[src/rtl/i3c_target_sdr_responder_if.sv]
// Bus pins and local byte handshake of the I3C SDR target responder.
interface i3c_target_sdr_responder_if;
    logic       scl;
    logic       sda_in;
    logic       sda_oe;
    logic [6:0] dyn_addr;
    logic       dyn_addr_valid;
    logic [7:0] rx_data;
    logic       rx_valid;
    logic       rx_ccc;
    logic       rx_parity_err;
    logic [7:0] tx_data;
    logic       tx_last;
    logic       tx_valid;
    logic       tx_ready;
    logic       tx_underrun;
    logic       busy;

    modport slave (
        input  scl, sda_in, dyn_addr, dyn_addr_valid, tx_data, tx_last, tx_valid,
        output sda_oe, rx_data, rx_valid, rx_ccc, rx_parity_err, tx_ready, tx_underrun, busy
    );

    modport master (
        output scl, sda_in, dyn_addr, dyn_addr_valid, tx_data, tx_last, tx_valid,
        input  sda_oe, rx_data, rx_valid, rx_ccc, rx_parity_err, tx_ready, tx_underrun, busy
    );
endinterface

[src/rtl/i3c_target_sdr_responder.sv]
// I3C target SDR private-transfer responder: header match, ACK/NACK, write and read bytes with T-bits.
// Optional macro I3C_TGT_PARITY_CHECK_EN rejects write frames whose T-bit fails odd parity.
module i3c_target_sdr_responder #(
    parameter int SYNC_STAGES = 2
) (
    input logic                       clk,
    input logic                       reset,
    i3c_target_sdr_responder_if.slave bus
);

    // The top state bit is set exactly in the states where a transfer is in progress.
    typedef enum logic [2:0] {
        IDLE      = 3'b000,
        WAIT_STOP = 3'b001,
        ADDR      = 3'b100,
        ACK       = 3'b101,
        WR_DATA   = 3'b110,
        RD_DATA   = 3'b111
    } state_t;

    state_t                 state_q;
    logic [SYNC_STAGES-1:0] sclSync_q;
    logic [SYNC_STAGES-1:0] sdaSync_q;
    logic                   sclPrev_q;
    logic                   sdaPrev_q;
    logic [3:0]             bitCnt_q;
    logic [7:0]             shift_q;
    logic [7:0]             shift_d;
    logic [7:0]             txShift_q;
    logic                   txLast_q;
    logic                   rnw_q;
    logic                   isCcc_q;
    logic                   ackDriven_q;
    logic                   sdaOe_q;
    logic [7:0]             rxData_q;
    logic                   rxValid_q;
    logic                   rxCcc_q;
    logic                   txReady_q;
    logic                   txUnderrun_q;

    logic       sclS;
    logic       sdaS;
    logic       sclRise;
    logic       sclFall;
    logic       startDet;
    logic       stopDet;
    logic       bcast;
    logic       dynMatch;
    logic       hdrAck;
    logic       loadDue;
    logic [7:0] loadByte_d;
    logic       loadLast_d;

    assign sclS     = sclSync_q[SYNC_STAGES-1];
    assign sdaS     = sdaSync_q[SYNC_STAGES-1];
    assign sclRise  = sclS & ~sclPrev_q;
    assign sclFall  = ~sclS & sclPrev_q;
    assign startDet = sclS & sclPrev_q & sdaPrev_q & ~sdaS;
    assign stopDet  = sclS & sclPrev_q & ~sdaPrev_q & sdaS;
    assign shift_d  = {shift_q[6:0], sdaS};

    // A read header is only acknowledged when a byte is already waiting.
    assign bcast    = (shift_q[6:0] == 7'h7E);
    assign dynMatch = bus.dyn_addr_valid && (shift_q[6:0] == bus.dyn_addr);
    assign hdrAck   = bcast ? ~sdaS : (dynMatch & (~sdaS | bus.tx_valid));

    assign loadDue    = sclFall &&
                        (((state_q == ACK) && ackDriven_q && rnw_q) ||
                         ((state_q == RD_DATA) && (bitCnt_q == 4'd8) && !txLast_q));
    assign loadByte_d = bus.tx_valid ? bus.tx_data : 8'hFF;
    assign loadLast_d = bus.tx_valid ? bus.tx_last : 1'b1;

`ifdef I3C_TGT_PARITY_CHECK_EN
    logic rxParityErr_q;
    logic parityOk;
    assign parityOk          = (sdaS == ~^shift_q);
    assign bus.rx_parity_err = rxParityErr_q;
`else
    assign bus.rx_parity_err = 1'b0;
`endif

    always_ff @(posedge clk) begin
        if (reset) begin
            state_q      <= IDLE;
            sclSync_q    <= '1;
            sdaSync_q    <= '1;
            sclPrev_q    <= 1'b1;
            sdaPrev_q    <= 1'b1;
            bitCnt_q     <= '0;
            shift_q      <= '0;
            txShift_q    <= '0;
            txLast_q     <= 1'b0;
            rnw_q        <= 1'b0;
            isCcc_q      <= 1'b0;
            ackDriven_q  <= 1'b0;
            sdaOe_q      <= 1'b0;
            rxData_q     <= '0;
            rxValid_q    <= 1'b0;
            rxCcc_q      <= 1'b0;
            txReady_q    <= 1'b0;
            txUnderrun_q <= 1'b0;
`ifdef I3C_TGT_PARITY_CHECK_EN
            rxParityErr_q <= 1'b0;
`endif
        end else begin
            sclSync_q    <= {sclSync_q[SYNC_STAGES-2:0], bus.scl};
            sdaSync_q    <= {sdaSync_q[SYNC_STAGES-2:0], bus.sda_in};
            sclPrev_q    <= sclS;
            sdaPrev_q    <= sdaS;
            rxValid_q    <= 1'b0;
            txReady_q    <= 1'b0;
            txUnderrun_q <= 1'b0;
`ifdef I3C_TGT_PARITY_CHECK_EN
            rxParityErr_q <= 1'b0;
`endif
            if (startDet) begin
                state_q  <= ADDR;
                bitCnt_q <= '0;
                sdaOe_q  <= 1'b0;
            end else if (stopDet) begin
                state_q <= IDLE;
                sdaOe_q <= 1'b0;
            end else begin
                unique case (state_q)
                    ADDR: if (sclRise) begin
                        shift_q  <= shift_d;
                        bitCnt_q <= bitCnt_q + 4'd1;
                        if (bitCnt_q == 4'd7) begin
                            rnw_q       <= sdaS;
                            isCcc_q     <= bcast;
                            ackDriven_q <= 1'b0;
                            state_q     <= hdrAck ? ACK : WAIT_STOP;
                        end
                    end
                    ACK: if (sclFall) begin
                        if (!ackDriven_q) begin
                            sdaOe_q     <= 1'b1;
                            ackDriven_q <= 1'b1;
                        end else if (!rnw_q) begin
                            sdaOe_q  <= 1'b0;
                            bitCnt_q <= '0;
                            state_q  <= WR_DATA;
                        end
                    end
                    WR_DATA: if (sclRise) begin
                        if (bitCnt_q == 4'd8) begin
                            bitCnt_q <= '0;
`ifdef I3C_TGT_PARITY_CHECK_EN
                            if (!parityOk) begin
                                rxParityErr_q <= 1'b1;
                                state_q       <= WAIT_STOP;
                            end else begin
                                rxValid_q <= 1'b1;
                                rxData_q  <= shift_q;
                                rxCcc_q   <= isCcc_q;
                            end
`else
                            rxValid_q <= 1'b1;
                            rxData_q  <= shift_q;
                            rxCcc_q   <= isCcc_q;
`endif
                        end else begin
                            shift_q  <= shift_d;
                            bitCnt_q <= bitCnt_q + 4'd1;
                        end
                    end
                    // T-bit is !last, so pulling SDA low for T means the final byte.
                    RD_DATA: if (sclFall) begin
                        if (bitCnt_q == 4'd8) begin
                            if (txLast_q) begin
                                sdaOe_q <= 1'b0;
                                state_q <= WAIT_STOP;
                            end
                        end else if (bitCnt_q == 4'd7) begin
                            sdaOe_q  <= txLast_q;
                            bitCnt_q <= 4'd8;
                        end else begin
                            sdaOe_q   <= ~txShift_q[7];
                            txShift_q <= {txShift_q[6:0], 1'b0};
                            bitCnt_q  <= bitCnt_q + 4'd1;
                        end
                    end
                    default: ;
                endcase

                if (loadDue) begin
                    state_q      <= RD_DATA;
                    bitCnt_q     <= '0;
                    sdaOe_q      <= ~loadByte_d[7];
                    txShift_q    <= {loadByte_d[6:0], 1'b0};
                    txLast_q     <= loadLast_d;
                    txReady_q    <= bus.tx_valid;
                    txUnderrun_q <= ~bus.tx_valid;
                end
            end
        end
    end

    assign bus.sda_oe      = sdaOe_q;
    assign bus.rx_data     = rxData_q;
    assign bus.rx_valid    = rxValid_q;
    assign bus.rx_ccc      = rxCcc_q;
    assign bus.tx_ready    = txReady_q;
    assign bus.tx_underrun = txUnderrun_q;
    assign bus.busy        = state_q[2];

endmodule

[src/flat_wrapper.sv]
// flat-port wrapper written by rule: the top's interface ports become plain ports
module i3c_target_sdr_responder_flat 
#(
    parameter int SYNC_STAGES = 2
)
  (clk, reset, bus_scl, bus_sda_in, bus_dyn_addr, bus_dyn_addr_valid, bus_tx_data, bus_tx_last, bus_tx_valid, bus_sda_oe, bus_rx_data, bus_rx_valid, bus_rx_ccc, bus_rx_parity_err, bus_tx_ready, bus_tx_underrun, bus_busy);
  i3c_target_sdr_responder_if bus_i ();
  input logic clk;
  input logic reset;
  input wire logic [$bits(bus_i.scl)-1:0] bus_scl;
  input wire logic [$bits(bus_i.sda_in)-1:0] bus_sda_in;
  input wire logic [$bits(bus_i.dyn_addr)-1:0] bus_dyn_addr;
  input wire logic [$bits(bus_i.dyn_addr_valid)-1:0] bus_dyn_addr_valid;
  input wire logic [$bits(bus_i.tx_data)-1:0] bus_tx_data;
  input wire logic [$bits(bus_i.tx_last)-1:0] bus_tx_last;
  input wire logic [$bits(bus_i.tx_valid)-1:0] bus_tx_valid;
  output wire logic [$bits(bus_i.sda_oe)-1:0] bus_sda_oe;
  output wire logic [$bits(bus_i.rx_data)-1:0] bus_rx_data;
  output wire logic [$bits(bus_i.rx_valid)-1:0] bus_rx_valid;
  output wire logic [$bits(bus_i.rx_ccc)-1:0] bus_rx_ccc;
  output wire logic [$bits(bus_i.rx_parity_err)-1:0] bus_rx_parity_err;
  output wire logic [$bits(bus_i.tx_ready)-1:0] bus_tx_ready;
  output wire logic [$bits(bus_i.tx_underrun)-1:0] bus_tx_underrun;
  output wire logic [$bits(bus_i.busy)-1:0] bus_busy;
  assign bus_i.scl = bus_scl;
  assign bus_i.sda_in = bus_sda_in;
  assign bus_i.dyn_addr = bus_dyn_addr;
  assign bus_i.dyn_addr_valid = bus_dyn_addr_valid;
  assign bus_i.tx_data = bus_tx_data;
  assign bus_i.tx_last = bus_tx_last;
  assign bus_i.tx_valid = bus_tx_valid;
  assign bus_sda_oe = bus_i.sda_oe;
  assign bus_rx_data = bus_i.rx_data;
  assign bus_rx_valid = bus_i.rx_valid;
  assign bus_rx_ccc = bus_i.rx_ccc;
  assign bus_rx_parity_err = bus_i.rx_parity_err;
  assign bus_tx_ready = bus_i.tx_ready;
  assign bus_tx_underrun = bus_i.tx_underrun;
  assign bus_busy = bus_i.busy;
  i3c_target_sdr_responder #(.SYNC_STAGES(SYNC_STAGES)) u_core (.clk(clk), .reset(reset), .bus(bus_i));
endmodule
[config.mk]
export PLATFORM = sky130hd
export DESIGN_NAME = i3c_target_sdr_responder_flat
export DESIGN_NICKNAME = d
export VERILOG_FILES = /design/src/rtl/i3c_target_sdr_responder_if.sv /design/src/rtl/i3c_target_sdr_responder.sv /design/src/flat_wrapper.sv
export SDC_FILE = /design/constraint.sdc
export NUM_CORES = 1
export LEC_CHECK = 0
export CAP_MARGIN = 25
export CORE_MARGIN = 8
export CORE_UTILIZATION = 47
export CTS_CLUSTER_SIZE = 24
export DETAILED_ROUTE_END_ITERATION = 10
export GPL_TIMING_DRIVEN = 0
export PLACE_DENSITY = 0.8
export SYNTH_ARGS = -nofsm -noshare
export SYNTH_HDL_FRONTEND = slang
export SYNTH_SLANG_ARGS = --single-unit
[constraint.sdc]
create_clock -name clk -period 1.7 [get_ports clk]
set_input_delay 0.17 -clock clk [delete_from_list [all_inputs] [get_ports clk]]
set_output_delay 0.17 -clock clk [all_outputs]
set_load 0.02 [all_outputs]
* Word level (Yosys, flattened, before mapping)
Index checks and enable logic that the tools add are counted.
Storage, ports and cells: flip-flop bits (word level) 46, latch bits 0, memory bits (writable) 0, bits in read-only memories 0, input port bits 22, output and inout bits 15, word-level logic and storage cells 156, memories 0
Cells by class: $add $sub $neg 1, multipliers 0, divide/modulo/power cells 0, $lt $le $gt $ge 0, equal/unequal tests 35, shifts and indexed selects 0, muxes and demuxes 50, bitwise logic cells 21, reduce and logical (&&, ||, !) cells 30
Operator list (count):
- 8-bit two-way mux | 9
- 4-bit two-way mux | 10
- 3-bit two-way mux | 12
- 5-bit by 1-bit inequality test with 1-bit output, second input constant | 6
- 9-bit AND reduction | 3
- 3-bit by 1-bit inequality test with 1-bit output, second input constant | 7
- 6-bit AND reduction | 3
- 4-bit case mux with 4 select lines | 1
- 8-bit case mux with 2 select lines | 1
- 5-bit AND reduction | 3
- 1-bit two-way mux | 14
- 3-bit equality test, second input constant | 4
- 2-bit by 1-bit inequality test with 1-bit output, second input constant | 6
- 1-bit inverter | 12
- 3-bit case mux with 3 select lines | 1
- 1-bit AND | 8
- 2-bit nonzero test | 4
- 7-bit equality test | 1
- 7-bit equality test, second input constant | 1
- 1-bit logical AND | 6
- 3-bit by 2-bit inequality test with 1-bit output, second input constant | 2
- 6-bit nonzero test | 1
- 5-bit by 2-bit inequality test with 1-bit output, second input constant | 1
- 5-bit inequality test, second input constant | 1
- 19 further kinds | 20

* Longest topological paths before layout
Gate-level depths: netlist of run 1.
depth after elaboration 11, gate-level depth with buffers 8, depth with buffers taken out 7

* Worst setup path before layout of run 1
OpenSTA, ideal clock, no wires.
path kind register to register, from register u_core.state_q[2], to register u_core.state_q[2], library setup time 0.131 ns, arrival 1.495 ns, data required time 1.569 ns, setup slack 0.074 ns, stages on the path, launching flop included 7, buffers on the path 1, clock period less this slack 1.626 ns, cell sequence dfxtp_1 > buf_2 > nand4b_1 > o31ai_1 > o211ai_1 > a31oi_1 > nor3_1
On the way: longest elaborated chain between the ends 8, elaborated cells on any way between the ends 23, those cells by class eq/ne (11); mux (4); reduce/logical (8)
Ends and longest elaborated chain:
- start: declaration | RTL line i3c_target_sdr_responder.sv:21 | state_t state_q;
- start signal: assignment | RTL line i3c_target_sdr_responder.sv:132 | state_q <= hdrAck ? ACK : WAIT_STOP;
- parallel branches: the longest is 8 deep, another holds 9-bit AND reduction
Several ways; the timed one is not identified. A chain may end at the register's enable or synchronous reset.

* Worst setup path after layout of run 1
Same ends and word-level chain as after synthesis.

==> results.md, run 1 <==
- Port bufs: 35
- Core footprint: 4380 sq um
- Nets: 323
- Length of the first detailed-routing pass in iterations: 4
- DP HPWL: 3790 um
- Die Y: around 84 um
- Layout cells sized above 1: 0.187
- CP Cell Sequence: clkbuf_4 -> nand4b_1 -> o31ai_4 -> o211ai_1 -> a31oi_1 -> nor3_1
- Cell variety after synth: 46
- Worst VDD drop: 0.000482 V
- Antenna violations before repair: 0
- Gpl congestion: 0.887
- Via density: 5.71
- Vias post-DR: ~2,000
- Synth async-reset ratio: 0
- Area of the multi-input gates: 1250 sq um
- Critical Path AT: between 1.5 and 2 ns
- Tot Pwr: 1860 uW
- HP Class: flop to flop
- Outcome: finished, final reports clean
- GRT Total Usage: 0.148
- Worst stage delay on the critical path: between 0.3 and 0.4 ns
- Peak Freq: 0.605 GHz
- Relative slew slack: 0.649
- Htree depth: 2
- Max-cap check violation count: 0
- FF+latch count, synth: 45
- TritonCTS Buffers: 5
- CTS clk-pin slew, worst paths: 0.08 ns
- Synthesized instance count: 251
- Period Utilization, post-route: 0.972
- Seq/Total Area, Yosys: 0.418
- Setup-failing EPs final: 0
- Slew Viols, Final: 0
- Top sig layer: met4
- Ports: 37
- Bufs and invs on worst path: 1
- Yosys warns: 0
- Hold Vio Cnt, Final: 0
- Post-synthesis average cell area: 8.58 sq um
- Met2 WL: 2680 um
- Most common cell after layout, fill and taps aside: dfxtp_1
- GRT overflow: 0
- M1 WL: 2390 um
- Worst path top cell family by delay: compound AO/OA/AOI/OAI gates
- Syn nets: 275
- Die span in x: 83.7 um
- Slew @ Worst Pin: about 0.53 ns
- Post-Syn Area: 2150 sq um
- P&R area growth vs syn: 31.7%
- Pwr per Cell Area: 655 nW/um^2
- P_int: around 1400 uW
- CP Capture Type: flop
- Largest net degree at the start of global routing: 15
- Gate power share: 0.071
- Fin util: 0.647
- Most frequent cells in the layout: 42 x dfxtp_1, 35 x clkdlybuf4s50_1, 23 x nand2_1
- Drc violations: 0
- Die footprint: 7000 sq um
- First-pass GRT wire length: slightly below 9000 um
- Routed wl met3: 360 um
- TNS Setup: 0 ns
- Reg area: 910 sq um
- Initial DRC count: 158
- Ant diodes: 0
- Leading post-synthesis cells by cell area: dfxtp_1 42%, mux2i_1 6.0%, a21oi_1 4.6%
- Sink Count: 45
- CTS root buffer: clkbuf_8
- RSZ-0062 raised after global routing: yes
- Setup Skew: 0.00714 ns
- EDFF count, synth: 0
- Worst setup SP type: flop
- Synth Flop Type: dfxtp_1
- Share of the synthesized area in the top cell type: 0.418
- Post-route ant nets: 0
- TritonCTS clock tree: built
- Switch share: 0.237
- Switching power: between 400 and 500 uW
- Worst path required time: 1.88 ns
- # rows: 24
- Cell taking the most area after synthesis: dfxtp_1
- Crit path kind: flop to flop
- Fillers: 373
- Worst path slowest cell: dfxtp_1
- Initial core utilization: 0.491
- Clock power frac: 0.357
- Crit path max fanout: 10
- Minimum clock period after layout: between 1.5 and 2 ns
- Leakage power: 0.000992 uW
- Flop pwr share: 0.572
- Average wire per standard cell: 15.7 um
- Longest Clk Path Bufs: 2
- Later-pin clock latency in the skew report: 0.30 ns
- Vias in the first global route: 1,844
- Final WL: 5540 um
[worst register-to-register path, stage by stage, from the launching register on]
cell and delay, ns:
dfxtp_1 0.38, clkbuf_4 0.22, nand4b_1 0.19, o31ai_4 0.30
o211ai_1 0.18, a31oi_1 0.19, nor3_1 0.06
[power groups by stage]
stage	Combinational [uW]	Clock, uW	Sequential, uW
finish	132	663	1060
global route	144	730	1060
CTS	129	670	1070
detailed placement	127	0	1090
global placement	126	0	1090
floorplan	58.1	0	1090
[cells in the mapped netlist (3+ instances only)]
| library cell | number |
|---|---|
| a211oi_1 | 8 |
| nor4_1 | 3 |
| buf_2 | 5 |
| nand2_1 | 24 |
| nor2b_1 | 3 |
| o21ai_0 | 8 |
| mux2i_1 | 13 |
| inv_1 | 8 |
| dfxtp_1 | 45 |
| nand2_2 | 3 |
| or2_2 | 7 |
| clkbuf_1 | 8 |
| nand3b_1 | 3 |
| nand4_1 | 6 |
| nand3_1 | 17 |
| a21oi_1 | 20 |
| a31oi_1 | 6 |
| nor3_1 | 13 |
| xor2_1 | 6 |
| nor2_1 | 12 |
[through the flow]
step / setup WS, ns / instances / instance area [sq um] / hold WS [ns]
after floorplan: 0.0742 / 251 / 2150 / 0.249
after global routing: -0.0617 / 352 / 2840 / 0.423
after detailed placement: -0.264 / 338 / 2570 / 0.394
after global placement: -0.219 / 338 / 2570 / 0.393
final: 0.0471 / 352 / 2840 / 0.414
after CTS: -0.00328 / 350 / 2740 / 0.414
[layer usage]
layer	vias to the layer above	global-route usage
li1	996	-
met1	924	0.183
met2	78	0.234
met3	12	0.0459
met4	0	0.0549
met5	-	0
[cell type report]
| type | instances | share of cell area |
|---|---|---|
| Timing Repair Buffer | 41 | 0.141 |
| Inverter | 8 | 0.0106 |
| Tap cell | 52 | 0.0229 |
| Multi-Input combinational cell | 182 | 0.441 |
| Sequential cell | 45 | 0.321 |
| Buffer | 16 | 0.0331 |
| Clock inverter | 2 | 0.00530 |
| Clock buffer | 6 | 0.0256 |
[path summary, 6_finish.rpt]
kind,start,slack (ns),end,cells past startpoint
worst max-delay path,u_core.state_q[2]$_SDFFE_PP0P_,0.05,u_core.state_q[2]$_SDFFE_PP0P_,6
worst min-delay path,u_core.sdaSync_q[0]$_SDFF_PP1_,0.41,u_core.sdaSync_q[1]$_SDFF_PP1_,1
worst max register to register,u_core.state_q[2]$_SDFFE_PP0P_,0.05,u_core.state_q[2]$_SDFFE_PP0P_,6
worst min register to register,u_core.sdaSync_q[0]$_SDFF_PP1_,0.41,u_core.sdaSync_q[1]$_SDFF_PP1_,1
[registers in the layout, summed over array words and instances (netlist names), 2 cells and up]
name,cells
u_core.bus.rx_data,8
u_core.shift_q,8
u_core.txShift_q,7
u_core.bitCnt_q,4
u_core.state_q,3
u_core.sclSync_q,2
u_core.sdaSync_q,2
[cell families (layout without fill, tap and decap cells)]
| group | Yosys count | count (layout) | share of synthesized area |
|---|---|---|---|
| adders and majority gates | 2 | 2 | 0.0116 |
| DFF | 45 | 45 | 0.418 |
| buffers and inverters | 24 | 73 | 0.0488 |
| xor gates and xnor gates | 8 | 8 | 0.0325 |
| muxes | 13 | 13 | 0.0604 |
| other | 1 | 1 | 0.00174 |
| and+or+nand+nor | 102 | 102 | 0.259 |
| AOI/OAI and AO/OA | 56 | 56 | 0.167 |
[what timing repair did]
item | 4_1_cts | 5_1_grt
pin swaps | 2 | 4
setup buffers | 4 | 2
resized for setup | 13 | 25
hold buffers | 0 | 0
setup endpoints to repair | 30 | 31
No activity file was read; power rests on OpenSTA's default activity.
==> run 2: changes to the inputs <==
--- a/config.mk
+++ b/config.mk
@@ -12,6 +12,7 @@
 export DETAILED_ROUTE_END_ITERATION = 10
 export GPL_TIMING_DRIVEN = 0
 export PLACE_DENSITY = 0.8
+export SKIP_LAST_GASP = 1
 export SYNTH_ARGS = -nofsm -noshare
 export SYNTH_HDL_FRONTEND = slang
 export SYNTH_SLANG_ARGS = --single-unit
==> constraint.sdc (replaced) <==
create_clock -name clk -period 1.7 [get_ports clk]
set_input_delay 0.17 -clock clk [delete_from_list [all_inputs] [get_ports clk]]
set_output_delay 0.17 -clock clk [all_outputs]
set_load 0.01 [all_outputs]
==> run 2 against run 1 <==
  * Register-to-register slack improved by 0.02 ns
  * Largest cell class unchanged
  * Highest routed layer unchanged
  * Global-route usage is essentially flat
  * Design area is 0.31% higher
==> results.md, run 2 (synthesis gave the netlist of run 1 again) <==
- Outcome: finished, final reports clean
- Vias post-DR: 2,027 (+0.85%)
- Leakage power: 0.00101 uW (+2.1%)
- Drc violations: 0 (unchanged)
- Largest net degree at the start of global routing: 15 (unchanged)
- Worst setup margin: 0.0641 ns (+0.0170 ns)
- TritonCTS Buffers: 5 (unchanged)
- Period Utilization, post-route: 0.962 (-0.00999)
- Relative slew slack: 0.656 (+0.00664)
- Ports: 37 (unchanged)
- Die footprint: 7000 sq um (unchanged)
- Die span in x: 83.7 um (unchanged)
- Setup-failing EPs final: 0 (unchanged)
- RR Startpoint: u_core.state_q[2]$_SDFFE_PP0P_
- Crit path kind: flop to flop
- Max-cap check violation count: 0 (unchanged)
- Hold-fix buffers, CTS: 0 (unchanged)
- Setup Skew: 0.00667 ns (-0.000470 ns)
- Length of the first detailed-routing pass in iterations: 4 (unchanged)
- TNS Setup: 0 ns (unchanged)
- Port bufs: 35 (unchanged)
- Most frequent cells in the layout: 42 x dfxtp_1, 35 x clkdlybuf4s50_1, 23 x nand2_1
- TritonCTS clock tree: built
- Fin util: 0.649 (+0.00200)
- # rows: 24 (unchanged)
- CTS root buffer: clkbuf_8
- Longest Clk Path Bufs: 2 (unchanged)
- Slew @ Worst Pin: 0.516 ns (-0.00995 ns)
- CTS clk-pin slew, worst paths: 0.08 ns (about the same)
- Placed Instance Area: 2570 sq um (unchanged)
- Later-pin clock latency in the skew report: 0.31 ns (about the same)
- Minimum clock period after layout: 1.64 ns (-0.0170 ns)
- Worst stage delay on the critical path: 0.38 ns (about the same)
- Sink Count: 45 (unchanged)
- Ant diodes: 0 (unchanged)
- Worst path top cell family by delay: compound AO/OA/AOI/OAI gates
- Critical Path Stages: 6 (unchanged)
- Most common cell after layout, fill and taps aside: dfxtp_1
- HP Class: flop to flop
- GRT Total Usage: 0.148 (+0.000201)
- Gpl congestion: 0.887 (unchanged)
- R2R cell count: 6 (unchanged)
- First-pass GRT wire length: 8800 um (about the same)
- Hold Vio Cnt, Final: 0 (unchanged)
- Via density: 5.69 (-0.29%)
- DP HPWL: 3790 um (unchanged)
- CP Cell Sequence: clkbuf_4 -> nand4b_1 -> o31ai_4 -> o211ai_1 -> a31oi_1 -> nor3_1
- Fillers: 376 (+0.80%)
- Slew Viols, Final: 0 (unchanged)
- GRT overflow: 0 (unchanged)
- Pwr per Cell Area: 654 nW/um^2 (-0.25%)
- Worst path slowest cell: dfxtp_1
- Bufs and invs on worst path: 1 (unchanged)
- Fin area: 2840 sq um (+0.31%)
- Antenna violations before repair: 0 (unchanged)
- Crit path max fanout: 10 (unchanged)
- Peak Freq: 0.611 GHz (+1.0%)
- CP Capture Type: flop
- Initial core utilization: 0.491 (unchanged)
- Worst VDD drop: 0.000482 V (-0.15%)
- Final WL: 5610 um (+1.1%)
- Average wire per standard cell: 15.7 um (about the same)
- Vias in the first global route: 1,839 (-0.27%)
- P&R area growth vs syn: 32.1%
- Worst path required time: 1.88 ns (about the same)
- Pre-CTS setup slack: -0.264 ns (unchanged)
- Hold Path Depth: 1 (unchanged)
- Layout cells sized above 1: 0.191 (+0.00412)
- Core footprint: 4380 sq um (unchanged)
- Critical Path AT: 1.81 ns (-0.02 ns)
- Die Y: 83.7 um (unchanged)
- Htree depth: 2 (unchanged)
- Critical Path Start: u_core.state_q[2]$_SDFFE_PP0P_
- Worst setup SP type: flop
- Hold_sp: u_core.sdaSync_q[0]$_SDFF_PP1_
- RSZ-0062 raised after global routing: yes
- Initial DRC count: 156 (-1.3%)
- Nets: 327 (+1.2%)
- Post-route ant nets: 0 (unchanged)
run 2: cell count changes in the layout (fill, tap and decap cells not counted):
cell       before  now
a211oi_2        1    2
a211oi_4        1    0
buf_2           1    2
buf_4           7   11
clkbuf_4        4    3
nor3_1         10   11
nor3_2          2    1
o2bb2ai_1       1    2
o2bb2ai_2       1    0
run 2: per-stage QoR:
step	hold slack, ns	instances	power, uW
finish	0.414	356	1860
CTS	0.414	350	1860
floorplan	0.249	251	1150
global placement	0.393	338	1210
global route	0.423	356	1940
detailed placement	0.394	338	1220
run 2: area by class of cell:
cell class	instances	area (sq um)	share of cell area
plain buffers	16	91.3	0.0321
clock buffers	6	72.6	0.0255
flip-flops and latches	45	910	0.320
multi-input cells	182	1230	0.433
repair buffers	45	429	0.151
inverters	8	30.0	0.0106
clock inverters	2	15.0	0.00528
well taps	52	65.1	0.0229
run 2: power by group:
group | switching (uW) | total [uW] | internal [uW]
combinational | 59.3 | 131 | 71.3
clock | 376 | 665 | 290
sequential | 5.59 | 1060 | 1060
total | 440 | 1860 | 1420
run 2: per-layer routing:
layer,routed length [um],GRT usage,vias up
li1,-,-,1005
met1,2460,0.183,946
met2,2720,0.234,67
met3,339,0.0459,9
met4,80,0.0549,0
met5,0,0,-
run 2: final timing paths:
path	to	slack [ns]
worst min register to register	u_core.sdaSync_q[1]$_SDFF_PP1_	0.41
worst max-delay path	u_core.state_q[2]$_SDFFE_PP0P_	0.06
worst max register to register	u_core.state_q[2]$_SDFFE_PP0P_	0.06
worst min-delay path	u_core.sdaSync_q[1]$_SDFF_PP1_	0.41
run 2: timing repair:
item,in CTS,in global routing
pin swaps,2,6
endpoints found under the setup margin,30,31
buffers inserted,4,6
resized for setup,12,22
==> run 3: changes to the inputs <==
--- a/config.mk
+++ b/config.mk
@@ -12,6 +12,7 @@
 export DETAILED_ROUTE_END_ITERATION = 10
 export GPL_TIMING_DRIVEN = 0
 export PLACE_DENSITY = 0.8
+export SKIP_CTS_REPAIR_TIMING = 1
 export SKIP_LAST_GASP = 1
 export SYNTH_ARGS = -nofsm -noshare
 export SYNTH_HDL_FRONTEND = slang
==> run 3 against run 2 <==
  * The flow now finishes with violations (negative setup slack)
  * First-iteration DRC count is 28% lower
  * Hold slack hardly changed
  * Via count is 1.4% lower
  * Combinational power hardly changed
  * Critical path depth is 1 higher
  * Largest power group unchanged
==> results.md, run 3 (synthesis gave the netlist of run 1 again) <==
- Leakage power: 0.000999 uW (-1.4%)
- Nets: 326 (-0.31%)
- Layout cells sized above 1: 0.178 (-0.0126)
- Sink Count: 45 (unchanged)
- CP Capture Type: flop
- Core footprint: 4380 sq um (unchanged)
- Hold Vio Cnt, Final: 0 (unchanged)
- HP Class: flop to flop
- Vias in the first global route: 1,783 (-3.0%)
- DP HPWL: 3790 um (unchanged)
- Hold WS: 0.414 ns (+0.0000260 ns)
- Post-route ant nets: 0 (unchanged)
- Max-cap check violation count: 0 (unchanged)
- Outcome: finished, violations left
- TNS Setup: -0.0175 ns (-0.0175 ns)
- Worst setup SP type: flop
- Worst VDD drop: 0.000482 V (about the same)
- Drc violations: 0 (unchanged)
- Htree depth: 2 (unchanged)
- Longest Clk Path Bufs: 2 (unchanged)
- Ports: 37 (unchanged)
- RSZ-0062 raised after global routing: yes
- # rows: 24 (unchanged)
- Worst setup margin: -0.00981 ns (-0.0739 ns)
- Relative slew slack: 0.654 (-0.00237)
- P&R area growth vs syn: 31.3%
- Length of the first detailed-routing pass in iterations: 6 (+2)
- Failing checks: negative setup slack
- CTS root buffer: clkbuf_8
- Worst stage delay on the critical path: 0.38 ns (about the same)
- TritonCTS clock tree: built
- Die span in x: 83.7 um (unchanged)
- Gpl congestion: 0.887 (unchanged)
- Pwr per Cell Area: 660 nW/um^2 (+1.0%)
- Setup Skew: 0.00900 ns (+0.00233 ns)
- Vias post-DR: 1,998 (-1.4%)
- Initial core utilization: 0.491 (unchanged)
- Initial DRC count: 113 (-28%)
- Period Utilization, post-route: 1.01 (+0.0435)
- Bufs and invs on worst path: 1 (unchanged)
- Most common cell after layout, fill and taps aside: dfxtp_1
- Average wire per standard cell: 15.2 um (-3.6%)
- Slew Viols, Final: 0 (unchanged)
- First-pass GRT wire length: 8640 um (-1.9%)
- Critical Path AT: 1.94 ns (+0.13 ns)
- Die footprint: 7000 sq um (unchanged)
- Peak Freq: 0.585 GHz (-4.3%)
- Worst path top cell family by delay: compound AO/OA/AOI/OAI gates
- Fillers: 382 (+1.6%)
- CTS clk-pin slew, worst paths: 0.08 ns (about the same)
- Worst path slowest cell: dfxtp_4
- Placed cell count: 338 (unchanged)
- Minimum clock period after layout: 1.71 ns (+0.0739 ns)
- Most frequent cells in the layout: 42 x dfxtp_1, 35 x clkdlybuf4s50_1, 23 x nand2_1
- Final std cells w/o fill: 355 (-0.28%)
- Worst path required time: 1.93 ns (+0.05 ns)
- GRT Total Usage: 0.146 (-0.00281)
- Setup-failing EPs final: 2 (+2)
- GRT overflow: 0 (unchanged)
- Port bufs: 35 (unchanged)
- Largest net degree at the start of global routing: 15 (unchanged)
- Crit path max fanout: 5 (-5)
- Slew @ Worst Pin: 0.520 ns (+0.00356 ns)
- Later-pin clock latency in the skew report: 0.31 ns (about the same)
- Final WL: 5390 um (-3.9%)
- Antenna violations before repair: 0 (unchanged)
- Via density: 5.63 (-1.2%)
- CP Cell Sequence: inv_4 -> ha_4 -> nand3b_1 -> a211oi_1 -> o2bb2ai_1 -> nand2_2 -> mux2i_1
- Crit path kind: flop to flop
- Die Y: 83.7 um (unchanged)
- Ant diodes: 0 (unchanged)
- TritonCTS Buffers: 5 (unchanged)
## run 3: cell types whose count changed in the layout (fill, tap and decap cells not counted), sizes merged
cell	change
clkbuf	-1
## run 3: worst reg2reg max path, delay by kind of cell, from the launching register on
kind,cells,cell delay (ns)
flops,1,0.38
simple gates,2,0.38
mux,1,0.20
buf+inv,1,0.06
fa+ha+maj,1,0.14
compound gates,2,0.47
## run 3: area by class of cell
cell class                      count  area, sq um  share of cell area
Buffer                             16         86.3              0.0305
Clock buffer                        6         72.6              0.0257
Clock inverter                      2         15.0             0.00531
Inverter                            8         35.0              0.0124
Multi-Input combinational cell    182         1220               0.432
Sequential cell                    45          910               0.322
Tap cell                           52         65.1              0.0230
Timing Repair Buffer               44          422               0.149
## run 3: stage by stage
stage	setup WS [ns]	power [uW]	cell area (sq um)	utilization
6_report	-0.00981	1870	2830	0.645
5_1_grt	-0.161	1940	2830	0.645
4_1_cts	-0.272	1860	2660	0.606
3_5_place_dp	-0.264	1220	2570	0.586
3_3_place_gp	-0.219	1210	2570	0.586
2_1_floorplan	0.0932	1150	2150	-
## run 3: metal layers
| layer | routed length, um | part of all wire | global-route usage |
|---|---|---|---|
| met5 | 0 | 0 | 0 |
| met4 | 88 | 0.016 | 0.0549 |
| met3 | 334 | 0.062 | 0.0449 |
| met2 | 2590 | 0.48 | 0.227 |
| met1 | 2380 | 0.44 | 0.181 |
## run 3: path summary, 6_finish.rpt
path	startpoint	end	slack (ns)	cells past startpoint
worst max-delay path	u_core.bitCnt_q[1]$_SDFFE_PP0P_	u_core.bitCnt_q[0]$_SDFFE_PP0P_	-0.01	7
worst min-delay path	u_core.sdaSync_q[0]$_SDFF_PP1_	u_core.sdaSync_q[1]$_SDFF_PP1_	0.41	1
worst max register to register	u_core.bitCnt_q[1]$_SDFFE_PP0P_	u_core.bitCnt_q[0]$_SDFFE_PP0P_	-0.01	7
worst min register to register	u_core.sdaSync_q[0]$_SDFF_PP1_	u_core.sdaSync_q[1]$_SDFF_PP1_	0.41	1
## run 3: report_power, final
| group | internal [uW] | leakage (uW) | total (uW) | switching, uW |
|---|---|---|---|---|
| Sequential | 1060 | 0.000365 | 1060 | 5.58 |
| Clock | 290 | 0.0000374 | 674 | 384 |
| Combinational | 71.3 | 0.000596 | 129 | 58.2 |
